`src/rtl/popcount_pkg.sv`:
```
// Shared types and helpers for the multi-cycle popcount block.
// Used by chunk_popcount and popcount_seq.
package popcount_pkg;

  typedef enum logic [1:0] {IDLE, RUN, DONE} pc_state_t;

  // Width needed to hold a count from 0 to w.
  function automatic int cw(input int w);
    return $clog2(w + 1);
  endfunction

endpackage

```
`src/rtl/chunk_popcount.sv`:
```
// Combinational popcount of a K-bit slice.
module chunk_popcount #(
  parameter int K = 4,
  localparam int PW = $clog2(K + 1)
) (
  input  logic [K-1:0]  bits,
  output logic [PW-1:0] count
);

  always_comb begin
    count = '0;
    for (int i = 0; i < K; i++) count = count + PW'(bits[i]);
  end

endmodule

```
`src/rtl/popcount_seq.sv`:
```
// Multi-cycle ones/zeros counter, K bits per cycle, ready/valid on both sides.
// Define POPCOUNT_EARLY_EXIT_EN to finish as soon as the remaining bits are all zero.
module popcount_seq
  import popcount_pkg::*;
#(
  parameter int W = 32,
  parameter int K = 4,
  localparam int CW = cw(W)
) (
  input  logic          clock,
  input  logic          reset,
  input  logic          in_valid,
  output logic          in_ready,
  input  logic [W-1:0]  in_data,
  input  logic          mode,
  output logic          out_valid,
  input  logic          out_ready,
  output logic [CW-1:0] out_count
);

  localparam int N   = W / K;
  localparam int CHW = (N > 1) ? $clog2(N) : 1;
  localparam int PW  = $clog2(K + 1);

  if (K < 1 || K > W || (W % K) != 0) begin : g_bad_cfg
    $error("popcount_seq: need 1 <= K <= W and W %% K == 0");
  end

  pc_state_t      state;
  logic [W-1:0]   sreg, sreg_sh;
  logic [CHW-1:0] chunk;
  logic [CW-1:0]  acc, acc_nxt;
  logic [PW-1:0]  pc;
  logic           last;

  chunk_popcount #(.K(K)) u_chunk (.bits(sreg[K-1:0]), .count(pc));

  // With K == W the whole word is consumed in one step; nothing is left to shift.
  if (K < W) begin : g_shift
    assign sreg_sh = {{K{1'b0}}, sreg[W-1:K]};
  end else begin : g_noshift
    assign sreg_sh = '0;
  end

  assign acc_nxt = acc + CW'(pc);

`ifdef POPCOUNT_EARLY_EXIT_EN
  assign last = (chunk == CHW'(N - 1)) || (sreg_sh == '0);
`else
  assign last = (chunk == CHW'(N - 1));
`endif

  always_ff @(posedge clock or posedge reset) begin
    if (reset) begin
      state     <= IDLE;
      in_ready  <= 1'b1;
      out_valid <= 1'b0;
      out_count <= '0;
      sreg      <= '0;
      chunk     <= '0;
      acc       <= '0;
    end else begin
      case (state)
        IDLE: if (in_valid && in_ready) begin
          // Zeros mode is inverted here so RUN only ever counts ones.
          sreg     <= mode ? ~in_data : in_data;
          acc      <= '0;
          chunk    <= '0;
          in_ready <= 1'b0;
          state    <= RUN;
        end
        RUN: begin
          acc  <= acc_nxt;
          sreg <= sreg_sh;
          if (last) begin
            out_count <= acc_nxt;
            out_valid <= 1'b1;
            state     <= DONE;
          end else begin
            chunk <= chunk + 1'b1;
          end
        end
        DONE: if (out_ready) begin
          out_valid <= 1'b0;
          in_ready  <= 1'b1;
          state     <= IDLE;
        end
        default: begin
          state     <= IDLE;
          in_ready  <= 1'b1;
          out_valid <= 1'b0;
        end
      endcase
    end
  end

endmodule

```
`config.mk`:
```
export PLATFORM = sky130hd
export DESIGN_NAME = popcount_seq
export DESIGN_NICKNAME = d
export VERILOG_FILES = /design/src/rtl/popcount_pkg.sv /design/src/rtl/chunk_popcount.sv /design/src/rtl/popcount_seq.sv
export SDC_FILE = /design/constraint.sdc
export NUM_CORES = 1
export LEC_CHECK = 0
export CELL_PAD_IN_SITES_DETAIL_PLACEMENT = 0
export CELL_PAD_IN_SITES_GLOBAL_PLACEMENT = 1
export CORE_UTILIZATION = 36
export CTS_BUF_LIST = sky130_fd_sc_hd__clkbuf_8 sky130_fd_sc_hd__clkbuf_16
export CTS_CLUSTER_SIZE = 40
export DETAILED_ROUTE_END_ITERATION = 10
export GPL_TIMING_DRIVEN = 0
export PLACE_DENSITY = 0.86
export SLEW_MARGIN = 15
export SYNTH_ARGS = -nofsm -noshare
export SYNTH_HDL_FRONTEND = slang
export SYNTH_SLANG_ARGS = --single-unit
```
`constraint.sdc`:
```
create_clock -name clock -period 2.3 [get_ports clock]
set_clock_uncertainty 0.15 [all_clocks]
set_input_delay 0.345 -clock clock [delete_from_list [all_inputs] [get_ports clock]]
set_output_delay 0.345 -clock clock [all_outputs]
set_load 0.01 [all_outputs]
```
==> impl_metrics.toml <==
[global_routing]
antenna_found_initial = 0
grt_max_degree = 31
grt_first_pass_wirelength_mm = 9.40
grt_overflow = 0
grtUsageTotal_pct = 15.9
grt_pass1_vias = 2033

[place]
place_ws_ps = -289
port_buffers = 43
place.gp.congestion = 0.805
dp.cells = 434
hpwl_mm = 4.02
placed_area_sq_um = 3270

[timing]
grt_setup_unrepaired = "true"
finalSetupViolCount = 8
hold_ws_ps = 212
final_max_slew_viol_count = 0
fin_ws_ps = -235
period_share_pct = 110
period_minus_slack_ps = 2540
tns_ps = -1210
worst_pin_slew_ps = 479
clock.fmax_mhz = 394
hold_violations = 0
slew_headroom_pct = 68.1

[status]
failed_checks = "negative setup slack"
outcome = "complete, but fails checks"

[synth]
synthAdderAreaFrac_pct = 4.78
synth_edf_count = 0
yosysTopAreaCell = "dfrtp_1"
yosysTopAreaCellShare_pct = 46.8
synthSimpleGateAreaFrac_pct = 12.5
ys_ff_latch = 51
netlist_instances = 291
synth_nets = 337
synth-compound-area-share_pct = 16.9
synth_top_family_by_area = "compound AO/OA/AOI/OAI gates"
yosys_warnings = 0
muxShareOfSynthArea_pct = 1.22
ys_seq_area_share_pct = 47.8
syn_area_sq_um = 2670
synth_xor_area_share_pct = 11.8
ys_async_sr_fraction_pct = 100
avgSynthCellArea_sq_um = 9.18
ys.flop_type = "dfrtp_1"
synth_cell_types = 33
synth.top_cells.by_area = "dfrtp_1 47%, xor2_1 11%, a21oi_1 6.2%"

[floorplanning]
core_sq_um = 7210
die-area_sq_um = 7770
dieHeight_microns = 88.2
die_x_microns = 88.2
fp-row-count = 31
pin_count = 45
initial_core_util_pct = 37.0

[pwr]
leakagePower_nw = 1.46
power_density_nw_per_um2 = 923
vdd_ir_drop_max_mv = 0.305

[route]
wl_per_cell_microns = 12.3
drc = 0
ant_nets = 0
viasPerCell = 4.68
drt_pass1_iterations = 4
drt_first_iter_violations = 103
vias = 2088
routed_wl_mm = 5.50

[setup_path]
path_cells = "ha_1 > inv_1 > fa_2 > inv_2 > ha_4 > inv_2 > fa_2 > nor2b_1 > o21ai_1 > xor2_1 > o21ai_1"
cp.arrival_ps = 2590
reg2reg_depth = 11
crit_type = "reg -> reg"
required_ps = 2350
startpoint_type = "flop"
critical_path.max_fanout = 2
crit_family = "adder cells"
cpPeakStageDelay_ps = 430
cp.depth = 11
endpoint_kind = "flop"
cp_slowest_cell = "fa_2"
worst-path-buf-inv = 3

[cts]
numCtsBuffers = 5
clk_pin_slew_ps = 90
clk_path_buf_depth = 2
cts_tree = "done"
root_buffer = "clkbuf_8"
clkLatencyLatePin_ps = 310
cts_max_level = 2
cts_sinks = 51

[layout]
drive_gt1_share_pct = 12.1
diodes = 0
fin_area_sq_um = 3430
final_cell_mix = "50 x dfrtp_1, 43 x clkdlybuf4s50_1, 38 x nand2_1, 34 x xor2_1, 34 x o21ai_1"
layout_commonest_cell = "dfrtp_1"
final_cells = 446
final_nets = 392
area_growth_pct = 28.3

[worst_hold_path]
hold_class = "in -> async"

[job]
drv_cap = 0
[repair_timing]
action | in CTS | in global routing
resized for setup | 7 | 2
pin swaps | 6 | 7
buffers inserted | 3 | 1
setup endpoints to repair | 10 | 10
hold buffers | 0 | 0
gates cloned | 0 | 0
[power by group]
part	total (mW)	internal, mW	switching [mW]
clock	0.492	0.204	0.288
combinational	1.28	0.627	0.657
sequential	1.39	1.20	0.185
total	3.16	2.03	1.13
[registers in the layout, summed over array words and instances, names as in the netlist]
register and flops:
sreg 32, out_count 6, state 2, out_valid 1, in_ready 1, acc 6
chunk 3
[Yosys cell counts, types with 3 or more instances]
cell,instances
nor2_1,33
inv_1,10
buf_2,12
ha_1,7
a21oi_1,33
nand2_1,38
clkbuf_1,5
o22ai_1,3
o21ai_0,4
a22o_1,6
o21ai_1,32
dfrtp_1,50
xor2_1,34
[cells by family (layout without fill, tap and decap cells)]
| group | count (synthesis) | after routing |
|---|---|---|
| AOI/OAI and AO/OA | 83 | 83 |
| muxes | 3 | 3 |
| adders and majority gates | 9 | 9 |
| DFF | 51 | 51 |
| xor gates and xnor gates | 36 | 36 |
| buffers and inverters | 30 | 86 |
| and+or+nand+nor | 79 | 79 |
[layer usage]
layer | part of all wire (%) | GRT usage (%) | routed length, microns
met1 | 48 | 22.1 | 2660
met2 | 46 | 24.3 | 2520
met3 | 4.2 | 3.86 | 233
met4 | 1.4 | 5.28 | 78
met5 | 0 | 0 | 0
[cell type report]
cell class              instances  area (sq um)
fillers                       723          3790
repair buffers                 48           480
plain buffers                  19          90.1
multi-input cells             210          1340
well taps                      99           124
inverters                      11          41.3
clock inverters                 3          11.3
clock buffers                   5          68.8
flip-flops and latches         51          1280
[final timing paths]
| path | slack (ps) | start | to |
|---|---|---|---|
| max reg2reg | -240 | sreg[1] | out_count[4] |
| min | 210 | reset | acc[3] |
| max | -240 | sreg[1] | out_count[4] |
| min reg2reg | 340 | sreg[15] | sreg[15] |
| max in group asynchronous | 1260 | reset | sreg[14] |
| min in group clock | 340 | sreg[15] | sreg[15] |
[metrics by stage]
| stage | total power [mW] | util [%] |
|---|---|---|
| 4_1_cts | 3.16 | 47.3 |
| 3_3_place_gp | 2.52 | 45.1 |
| 6_report | 3.16 | 47.5 |
| 3_5_place_dp | 2.57 | 45.3 |
| 2_1_floorplan | 2.19 | - |
| 5_1_grt | 3.45 | 47.5 |
[worst register-to-register path, cell delays in order, from the launching register on]
cell	delay, ps
dfrtp_1	390
ha_1	290
inv_1	70
fa_2	430
inv_2	80
ha_4	130
inv_2	40
fa_2	340
nor2b_1	140
o21ai_1	80
xor2_1	200
o21ai_1	100
(Power assumes the default switching activity.)
